`config.mk`:
```
export PLATFORM = sky130hd
export DESIGN_NAME = traffic_phase_arbiter
export DESIGN_NICKNAME = d
export VERILOG_FILES = /design/src/rtl/traffic_phase_arbiter.sv
export SDC_FILE = /design/constraint.sdc
export NUM_CORES = 1
export LEC_CHECK = 0
export BUFFER_PORTS_ARGS = -buffer_cell sky130_fd_sc_hd__buf_4
export CAP_MARGIN = 15
export CORE_MARGIN = 5
export CORE_UTILIZATION = 30
export CTS_CLUSTER_SIZE = 25
export DETAILED_ROUTE_END_ITERATION = 6
export GPL_TIMING_DRIVEN = 0
export PLACE_DENSITY_LB_ADDON = 0.2
export SLEW_MARGIN = 20
export SYNTH_ARGS = -nofsm -noshare
export SYNTH_HDL_FRONTEND = slang
export SYNTH_SLANG_ARGS = --single-unit
```
`constraint.sdc`:
```
create_clock -name i_Clk -period 7.6 [get_ports i_Clk]
set_clock_uncertainty 0.15 [all_clocks]
set_input_delay 0 -clock i_Clk [delete_from_list [all_inputs] [get_ports i_Clk]]
set_output_delay 0 -clock i_Clk [all_outputs]
set_load 0.02 [all_outputs]
```
`src/rtl/traffic_phase_arbiter.sv`:
```
// Four-approach intersection scheduler: round-robin green with yellow/all-red
// clearance, latched pedestrian walk phase and emergency preemption.
module traffic_phase_arbiter #(
  parameter int unsigned TICK_DIV  = 100_000_000,
  parameter int unsigned MIN_GREEN = 5,
  parameter int unsigned MAX_GREEN = 20,
  parameter int unsigned YELLOW_T  = 3,
  parameter int unsigned ALLRED_T  = 1,
  parameter int unsigned PED_T     = 10
) (
  input  logic       i_Clk,
  input  logic       i_Rst,
  input  logic [3:0] i_Req,
  input  logic       i_Ped,
  input  logic       i_Emg,
  input  logic [1:0] i_EmgDir,
  output logic [3:0] o_Green,
  output logic [3:0] o_Yellow,
  output logic       o_AllRed,
  output logic       o_PedWalk,
  output logic [1:0] o_Phase,
  output logic [7:0] o_Remain
);

  localparam int unsigned   DW       = (TICK_DIV > 1) ? $clog2(TICK_DIV) : 1;
  localparam logic [DW-1:0] DIV_LAST = DW'(TICK_DIV - 1);
  localparam logic [7:0]    MIN_G    = 8'(MIN_GREEN);
  localparam logic [7:0]    MAX_G    = 8'(MAX_GREEN);
  localparam logic [7:0]    YEL_L    = 8'(YELLOW_T);
  localparam logic [7:0]    AR_L     = 8'(ALLRED_T);
  localparam logic [7:0]    PED_L    = 8'(PED_T);

  typedef enum logic [2:0] {
    S_GREEN,
    S_YELLOW,
    S_ALLRED,
    S_PED,
    S_EMG
  } state_t;

  state_t        state, state_n;
  logic [1:0]    cur, cur_n, nxt_dir;
  logic [7:0]    g_cnt, g_cnt_n, g_inc, g_eff;
  logic [7:0]    remain, remain_n;
  logic [DW-1:0] div;
  logic          ped_q, ped_pend, ped_pend_n;
  logic          tick, enter, timed_done;
  logic [3:0]    cur_oh;
  logic          other, own, ped_edge, green_exit;

  assign tick       = (div == DIV_LAST);
  assign timed_done = tick && (remain == 8'd1);
  assign cur_oh     = 4'b0001 << cur;
  assign other      = |(i_Req & ~cur_oh);
  assign own        = i_Req[cur];
  assign ped_edge   = i_Ped & ~ped_q;
  assign g_inc      = (g_cnt >= MAX_G) ? MAX_G : g_cnt + 8'd1;
  // Exit is judged against the count this tick produces, so a green of N
  // ticks lasts exactly N*TICK_DIV cycles rather than one cycle longer.
  assign g_eff      = tick ? g_inc : g_cnt;
  assign green_exit = (other || ped_pend) && (g_eff >= MIN_G) &&
                      (!own || (g_eff >= MAX_G));

  // Iterating downward lets the nearest requesting approach win.
  always_comb begin
    nxt_dir = cur + 2'd1;
    for (int unsigned k = 4; k >= 1; k--) begin
      if (i_Req[cur + 2'(k)]) nxt_dir = cur + 2'(k);
    end
  end

  always_comb begin
    state_n  = state;
    cur_n    = cur;
    g_cnt_n  = g_cnt;
    remain_n = remain;
    enter    = 1'b0;
    unique case (state)
      S_GREEN: begin
        g_cnt_n = g_eff;
        if (i_Emg && (i_EmgDir == cur)) begin
          state_n  = S_EMG;
          remain_n = '0;
          enter    = 1'b1;
        end else if (i_Emg || green_exit) begin
          state_n  = S_YELLOW;
          remain_n = YEL_L;
          enter    = 1'b1;
        end
      end
      S_YELLOW: begin
        if (timed_done) begin
          state_n  = S_ALLRED;
          remain_n = AR_L;
          enter    = 1'b1;
        end else if (tick) begin
          remain_n = remain - 8'd1;
        end
      end
      S_ALLRED: begin
        if (timed_done) begin
          enter = 1'b1;
          if (i_Emg) begin
            state_n  = S_EMG;
            cur_n    = i_EmgDir;
            remain_n = '0;
          end else if (ped_pend) begin
            state_n  = S_PED;
            remain_n = PED_L;
          end else begin
            state_n = S_GREEN;
            cur_n   = nxt_dir;
            g_cnt_n = '0;
          end
        end else if (tick) begin
          remain_n = remain - 8'd1;
        end
      end
      S_PED: begin
        if (i_Emg) begin
          state_n  = S_ALLRED;
          remain_n = AR_L;
          enter    = 1'b1;
        end else if (timed_done) begin
          state_n = S_GREEN;
          cur_n   = nxt_dir;
          g_cnt_n = '0;
          enter   = 1'b1;
        end else if (tick) begin
          remain_n = remain - 8'd1;
        end
      end
      S_EMG: begin
        if (!i_Emg) begin
          state_n  = S_YELLOW;
          remain_n = YEL_L;
          enter    = 1'b1;
        end
      end
      default: begin
        state_n = S_GREEN;
        enter   = 1'b1;
      end
    endcase
  end

  always_comb begin
    ped_pend_n = ped_pend;
    if (state_n == S_PED && state != S_PED) ped_pend_n = 1'b0;
    else if (ped_edge && state != S_PED)    ped_pend_n = 1'b1;
  end

  always_ff @(posedge i_Clk) begin
    if (!i_Rst) begin
      state    <= S_GREEN;
      cur      <= '0;
      g_cnt    <= '0;
      remain   <= '0;
      div      <= '0;
      ped_q    <= 1'b0;
      ped_pend <= 1'b0;
    end else begin
      state    <= state_n;
      cur      <= cur_n;
      g_cnt    <= g_cnt_n;
      remain   <= remain_n;
      div      <= (enter || tick) ? '0 : div + DW'(1);
      ped_q    <= i_Ped;
      ped_pend <= ped_pend_n;
    end
  end

  always_comb begin
    o_Green   = '0;
    o_Yellow  = '0;
    o_AllRed  = 1'b0;
    o_PedWalk = 1'b0;
    o_Phase   = cur;
    o_Remain  = remain;
    unique case (state)
      S_GREEN: begin
        o_Green  = cur_oh;
        o_Remain = MAX_G - g_cnt;
      end
      S_YELLOW: o_Yellow = cur_oh;
      S_ALLRED: o_AllRed = 1'b1;
      S_PED: begin
        o_AllRed  = 1'b1;
        o_PedWalk = 1'b1;
      end
      S_EMG: begin
        o_Green  = cur_oh;
        o_Remain = '0;
      end
      default: ;
    endcase
  end

endmodule

```
==> results by stage, run 1 <==
Worst setup path:
- In this run the critical register-to-register path is captured at o_Phase[0]$_SDFFE_PN0P_.
- In this run the critical register-to-register path is launched from div[19]$_SDFF_PP0_.
- The worst setup path is of the register to register kind.
- The kind of start point of the critical path is a register.
- In this run the register-to-register setup slack is 4.12 ns.
- The depth of the worst register-to-register path is 8.
- The critical path endpoint category is a register.
- The data required time at the worst endpoint is roughly 7.7 ns.
- The data arrival time of the critical path is between 3 and 4 ns.
- Along the worst path, the maximum fanout reaches 9.

GRT:
- The first global-routing pass estimated 15.0 mm of wire.
- The initial antenna violation count is 0.
- Entering global routing, the biggest net connects 16 pins.
- The global-route congestion overflow total is 0.
- The all-layer global routing usage is 0.140.
- The via count of the first global-routing pass came to 3080.

Synth:
- The post-synthesis net count is 459.
- The flip-flop cell with the highest count after synthesis is dfxtp_1.
- The async set-reset flop share out of synthesis is 0.
- The share of synthesized area in the top cell type comes to 0.303.
- Yosys instantiated no cell more often than nor2_1.
- Counting instances in the post-synthesis netlist gives the leading cell types as 69 x nor2_1, 50 x dfxtp_1, 41 x nand2_1.
- The part of the Yosys area used for sequential elements is 0.303.
- In this run, synthesis produced a sequential element count of 50.
- The cell area that synthesis handed to floorplanning was 3310 um2.
- The Yosys warning count is 0.
- By area the synthesized netlist is led by dfxtp_1 30%, nor2_1 7.8%, xnor2_1 5.3%.
- Each instance of the synthesized netlist takes up on average 7.52 um2.
- Counting flops with a built-in enable in the synthesized netlist gives 0.
- The largest total area in the synthesized netlist belongs to dfxtp_1.
- The count of unique library cells instantiated by Yosys is 60.
- The number of standard cells after synthesis is 440.

Placement:
- The number of input and output port buffers inserted is 27.
- The final weighted congestion in routability-driven placement is 0.845.
- The post-DP HPWL is 6.86 mm.
- In this run, placement finished with an instance count of a little over 600.

Route:
- The total iterations of the first detailed-routing run is 5.
- The highest signal layer in the routed design is met4.
- The number of vias per cell is 5.15.
- The sum of routed wire length over all layers is just over 9 mm.
- Once detail routing completed, the nets flagged for antenna violations numbered 0.
- Wire segments on met3 add up to approximately 330 um in the final route.
- After detailed routing, the average wire length per cell comes to 14.6 um.
- The DRC violation total after the first TritonRoute iteration is 210.
- The via total after detailed routing is between 3000 and 4000.
- After detailed routing, the number of remaining DRC violations is 0.
- In the final routing, the length of wire on met1 measures 4.36 mm.
- The amount of wire on met2 after detailed routing is 4.24 mm.

Hold path:
- For hold timing, the worst endpoint is g_cnt[2]$_SDFFE_PN0P_.
- In this run the worst hold path is classified as primary input to register.
- The worst hold path begins at i_Rst.
- The number of instances on the worst hold path is 3.

Timing:
- The final count of negative-setup-slack endpoints is 0.
- The post-route setup TNS is 0 ns.
- The transition at the pin with the smallest max-transition slack is 0.764 ns.
- Derived from the worst setup path, the maximum achievable clock frequency is 0.288 GHz.
- The ratio of final minimum period to clock period is 0.457.
- Setup repair after global routing left no endpoint under its margin.
- The clock period minus worst slack is 3.48 ns.
- The number of hold violations in the final report is 0.
- Headroom to the max-slew limit came out at 0.486.
- The number of pins exceeding their max-slew limit in the final report is 0.

Power:
- The sequential power share is 0.510.
- Of the total power, combinational logic draws 0.188.
- Of the total power, the clock network draws 0.302.
- Summed over all cells, the static leakage comes to 0.00139 uW.
- In this run the power spent charging and discharging nets is about 170 uW.
- The internal power of the cells totals 370 uW.
- For this design the ratio of total power to cell area is 140 nW/um2.
- The share of total power consumed by net switching is 0.311.
- The worst-case IR drop observed on VDD is about 0.000066 V.

Final layout:
- The final layout net count is roughly 500.
- The final standard cell count with taps included and fillers excluded is 620.
- The number of antenna diodes in the final layout is 0.
- The share of cells above drive strength 1 is 0.106.
- The layout-stage area growth over the synthesis result is 15.5%.

Floorplan:
- The area of the core region is 10800 um2.
- The area of the die is 13200 um2.
- Measured along the y axis, the die boundary spans 115 um.
- Row generation in the floorplan step produced 38 rows.
- The initial utilization of the core area, before any placement, comes to 0.305.
- For this design the top-level I/O count stands at 30.
- The die is 115 um wide.

Clock network:
- The number of buffers added by the clock tree synthesis step is 5.
- The CTS H-tree depth is 2.
- The maximum count of clock buffers along a single path is 2.
- The clock latency on the worst-skew pair is between 0.3 and 0.4 ns.
- After clock tree synthesis, the repair step resized 0 gates.
- In this run the clock root is driven by a clkbuf_8.
- The TritonCTS clock tree is yes.
- The clock transition at the registers of the reported paths is 0.11 ns.
- The number of sinks on the clock net is 50.

Run status:
- The flow ran to the end, and the final reports show no timing, DRC or antenna violations.

Job:
- The count of maximum capacitance violations is 0.
routing by layer:
layer	up-vias	GRT usage
met5	-	0
met4	0	0.0430
met3	9	0.0258
met2	47	0.230
met1	1510	0.187
li1	1625	-
critical path, cell delays in order (launching register included):
cell and delay [ns]:
dfxtp_1 0.37, or4b_1 0.59, nor4_4 0.42, nand4_1 0.40, nor3_1 0.41, nand3_1 0.22
mux2i_1 0.19, a21oi_1 0.07, dlygate4sd3_1 0.57
cell usage in the layout (no fill, tap or decap), drive strengths merged, types with 6 or more instances in the layout:
master	instances
and2	11
xor2	15
inv	21
xnor2	20
nand4	7
and3	7
o21ai	27
a21oi	24
nand2	41
mux2i	6
buf	32
ha	9
nor2	69
dfxtp	50
clkbuf	20
nor3	12
nor2b	6
nand3	26
o31ai	6
repair_timing:
item,in CTS,in global routing
buffers inserted,0,0
endpoints found under the hold margin,3,0
hold buffers,5,0
registers in the layout, indices dropped and copies added, names as in the netlist:
register and count:
ped_pend 1, div 27, state 3, g_cnt 8, ped_q 1, o_Phase 2, remain 8
layout make-up:
class | count | area, um2
multi-input combinational | 350 | 2140
timing repair buffer | 32 | 253
inverter | 21 | 78.8
tap | 140 | 175
clock buffer | 6 | 72.6
fill | 1158 | 7020
sequential | 50 | 1000
clock inverter | 2 | 13.8
buffer | 19 | 90.1
through the flow:
step	hold WS (ns)	cell area, um2	util	worst slack, ns	power, uW
floorplan	-0.0227	3310	-	4.80	346
global placement	0.0818	3690	0.340	4.57	379
detailed placement	0.0778	3690	0.340	4.55	379
CTS	0.0194	3820	0.353	4.07	543
global route	0.0329	3820	0.353	3.79	563
finish	0.0131	3820	0.353	4.12	536
worst max-delay path by stage:
stage | startpoint | to | slack [ns] | cells after the start
after floorplan | o_Phase[0]$_SDFFE_PN0P_ | div[18]$_SDFF_PP0_ | 4.80 | 10
after global placement | o_Phase[0]$_SDFFE_PN0P_ | div[18]$_SDFF_PP0_ | 4.57 | 10
after detailed placement | div[0]$_SDFF_PP0_ | div[14]$_SDFF_PP0_ | 4.55 | 11
after CTS | div[19]$_SDFF_PP0_ | o_Phase[0]$_SDFFE_PN0P_ | 4.07 | 8
after global routing | div[19]$_SDFF_PP0_ | o_Phase[0]$_SDFFE_PN0P_ | 3.79 | 8
final | div[19]$_SDFF_PP0_ | o_Phase[0]$_SDFFE_PN0P_ | 4.12 | 8
power groups by stage:
stage | Combinational (uW) | Sequential (uW) | Clock, uW
after floorplan | 69.2 | 277 | 0
after global placement | 99.7 | 279 | 0
after detailed placement | 99.6 | 279 | 0
after CTS | 101 | 273 | 169
after global routing | 112 | 274 | 177
final | 101 | 273 | 162
cells by family (layout without fill, tap and decap cells):
logic type               Yosys count  in the layout  share of synthesized area
flip-flops                        50             50                      0.303
buffers and inverters             40             80                     0.0511
adder cells (fa/ha/maj)            9              9                     0.0340
multiplexers                       7              7                     0.0250
AND/OR/NAND/NOR                  205            205                      0.308
AO/OA/AOI/OAI                     94             94                      0.186
XOR/XNOR                          35             35                     0.0927
(Power assumes the default switching activity.)
==> run 2, diff against run 1 <==
clock period = 3.5 ns   (was 7.6 ns; I/O delays follow)
==> run 2 against run 1 <==
Effect of this change:
- register-to-register slack worse by 3.7 ns
- sequential share of layout area unchanged
- sequential cell count unchanged
- first-iteration DRC count down 4.3%
- combinational power up 120%
- non-clock buffer count unchanged
- largest cell class unchanged
==> results by stage, run 2 (synthesized netlist as in run 1, its figures left out) <==
Run status:
- The run finished with clean final reports.

Clock network:
- The tree is rooted in a clkbuf_8.
- The number of buffers added by the clock tree synthesis step was 5 (unchanged).
- The CTS H-tree depth is 2 (unchanged).
- The clock latency on the worst-skew pair is 0.32 ns (about the same).
- TritonCTS built the clock tree.
- The number of gates given a new drive strength after cts came to 0 (unchanged).
- The maximum count of clock buffers along a single path was 2 (unchanged).
- The clock transition at the registers of the reported paths was 0.09 ns (-0.02 ns).
- The buffer count from post-CTS setup fixing was 0 (unchanged).
- The number of sinks on the clock net is 50 (unchanged).

Worst setup path:
- The worst setup path is of the register to register kind.
- The maximum net fanout on the critical path is 10 (+1).
- The stage delay of the slowest cell on the critical path came to 0.69 ns (+0.10 ns).
- The kind of start point of the critical path is a register.
- The data arrival time of the critical path is 3.19 ns (-0.36 ns).
- The setup slack of the most critical reg-to-reg path came to 0.41 ns (-3.71 ns).
- The slowest stage cell on the critical path is nor4_1.
- The signal on the critical path passes through ha_1, nand3_1, nor4_1, a31oi_1, o211ai_1, a31o_2, o21ai_1, a21o_1, buf_2, buf_6, nor2_1.
- The data required time at the worst endpoint came to 3.60 ns (-4.08 ns).
- The critical path endpoint category is a register.

GRT:
- The initial antenna violation count was 0 (unchanged).
- The largest net degree at the start of global routing is 16 (unchanged).
- The global-route congestion overflow total is 0 (unchanged).
- The first-pass GRT wire length was 15.0 mm (about the same).
- The all-layer global routing usage was 0.140 (about the same).
- The via count of the first global-routing pass is 3075 (-0.16%).

Job:
- The count of maximum capacitance violations came to 0 (unchanged).

Route:
- The total iterations of the first detailed-routing run was 4 (-1).
- The detailed-route wire length per cell is 14.6 um (about the same).
- The DRC violation total after the first TritonRoute iteration is 201 (-4.3%).
- The remaining number of nets flagged by the antenna check after routing is 0 (unchanged).
- The via total after detailed routing is 3182 (-0.28%).
- The DRC violations left is 0 (unchanged).
- The sum of routed wire length over all layers is 9.04 mm (about the same).
- The number of vias per cell is 5.13 (-0.28%).

Timing:
- The smallest setup slack after layout is 0.414 ns (-3.71 ns).
- The ratio of final minimum period to clock period is 0.882 (+0.424).
- Setup repair after global routing left no endpoint under its margin.
- The tightest slew margin relative to the limit is 0.487 (+0.00162).
- The number of hold violations in the final report is 0 (unchanged).
- The highest clock frequency the design can meet came to 0.324 GHz (+13%).
- The transition at the pin with the smallest max-transition slack was 0.761 ns (-0.00241 ns).
- The final count of negative-setup-slack endpoints is 0 (unchanged).
- The clock period minus worst slack was 3.09 ns (-0.390 ns).
- The post-route setup TNS is 0 ns (unchanged).
- The number of pins exceeding their max-slew limit in the final report is 0 (unchanged).

Floorplan:
- The initial standard-cell utilization of the core is 0.305 (unchanged).
- The area of the core region is 10800 um2 (unchanged).
- The floorplan die height is 115 um (unchanged).
- The horizontal die dimension came to 115 um (unchanged).
- The floorplan row count is 38 (unchanged).
- The count of pins on the block boundary came to 30 (unchanged).
- The area of the die is 13200 um2 (unchanged).

Placement:
- The post-DP HPWL is 6.86 mm (unchanged).
- The final weighted congestion in routability-driven placement is 0.845 (unchanged).
- The number of placed instances, taps included is 607 (unchanged).
- The placement-stage worst setup slack is 0.454 ns (-4.10 ns).
- The number of input and output port buffers inserted was 27 (unchanged).

Final layout:
- The share of cells above drive strength 1 came to 0.106 (unchanged).
- The largest registers in the layout are div: 27 flops, g_cnt: 8 flops, remain: 8 flops.
- The top register by number of flip-flops is div.
- Leaving out fill and tap cells, the most frequent cells in the layout are 69 x nor2_1, 50 x dfxtp_1, 41 x nand2_1.
- The layout-stage area growth over the synthesis result was 15.5% (unchanged).
- The count of inserted antenna diode cells came to 0 (unchanged).
- The flip-flop count of the largest register after layout is 27 (unchanged).
- The final layout net count is 498 (unchanged).
- The utilization of the core after routing is 0.353 (unchanged).
- The library cell used most frequently in the layout, excluding fill and tap cells, is nor2_1.
- The final standard cell count with taps included and fillers excluded is 620 (unchanged).

Power:
- The worst IR drop on VDD is 0.000139 V (+110%).
- The power per cell area is 303 nW/um2 (+120%).
- The leakage power total is 0.00138 uW (-0.20%).

Hold path:
- The worst hold path belongs to the class primary input to register.
==> run 2: cell counts in the layout (fill, tap and decap cells not counted) <==
Identical to the previous run, type by type.
==> run 2: report_power, final <==
part | switching, uW | internal (uW)
Combinational | 138 | 82.4
Clock | 205 | 142
Sequential | 14.4 | 579
Total | 357 | 803
==> run 2: timing repair <==
item                                   in CTS  in global routing
hold buffers                                5                  0
setup endpoints to repair                   0                  0
endpoints found under the hold margin       3                  0
==> run 2: worst max-delay path: cells and delay by family, from the launching register on <==
kind,cells,cell delay (ns)
buffers and inverters,2,0.33
AND/OR/NAND/NOR,3,1.01
flip-flops,1,0.36
adder cells (fa/ha/maj),1,0.23
AO/OA/AOI/OAI,5,0.96
==> run 2: final cells by class <==
| class | instances | area, um2 |
|---|---|---|
| fillers | 1155 | 7020 |
| clock inverters | 2 | 13.8 |
| plain buffers | 19 | 90.1 |
| clock buffers | 6 | 72.6 |
| well taps | 140 | 175 |
| flip-flops and latches | 50 | 1000 |
| repair buffers | 32 | 253 |
| multi-input cells | 350 | 2140 |
| inverters | 21 | 78.8 |
==> run 2: worst paths after layout <==
check / end / start / cells past startpoint
setup / recovery: div[15]$_SDFF_PP0_ / div[0]$_SDFF_PP0_ / 11
hold / removal: g_cnt[2]$_SDFFE_PN0P_ / i_Rst / 3
setup reg to reg: div[15]$_SDFF_PP0_ / div[0]$_SDFF_PP0_ / 11
hold reg to reg: div[0]$_SDFF_PP0_ / div[0]$_SDFF_PP0_ / 1
==> run 2: through the flow <==
| step | power [uW] | instance area [um2] | hold slack [ns] |
|---|---|---|---|
| 2_1_floorplan | 752 | 3310 | -0.0227 |
| 3_3_place_gp | 823 | 3690 | 0.0818 |
| 3_5_place_dp | 822 | 3690 | 0.0778 |
| 4_1_cts | 1180 | 3820 | 0.0194 |
| 5_1_grt | 1220 | 3820 | 0.0329 |
| 6_report | 1160 | 3820 | 0.0180 |
==> run 2: layer usage <==
layer	global-route usage	up-vias	routed length, um
li1	-	1628	-
met5	0	-	0
met4	0.0430	0	95
met3	0.0258	9	403
met1	0.187	1479	4330
met2	0.230	66	4210
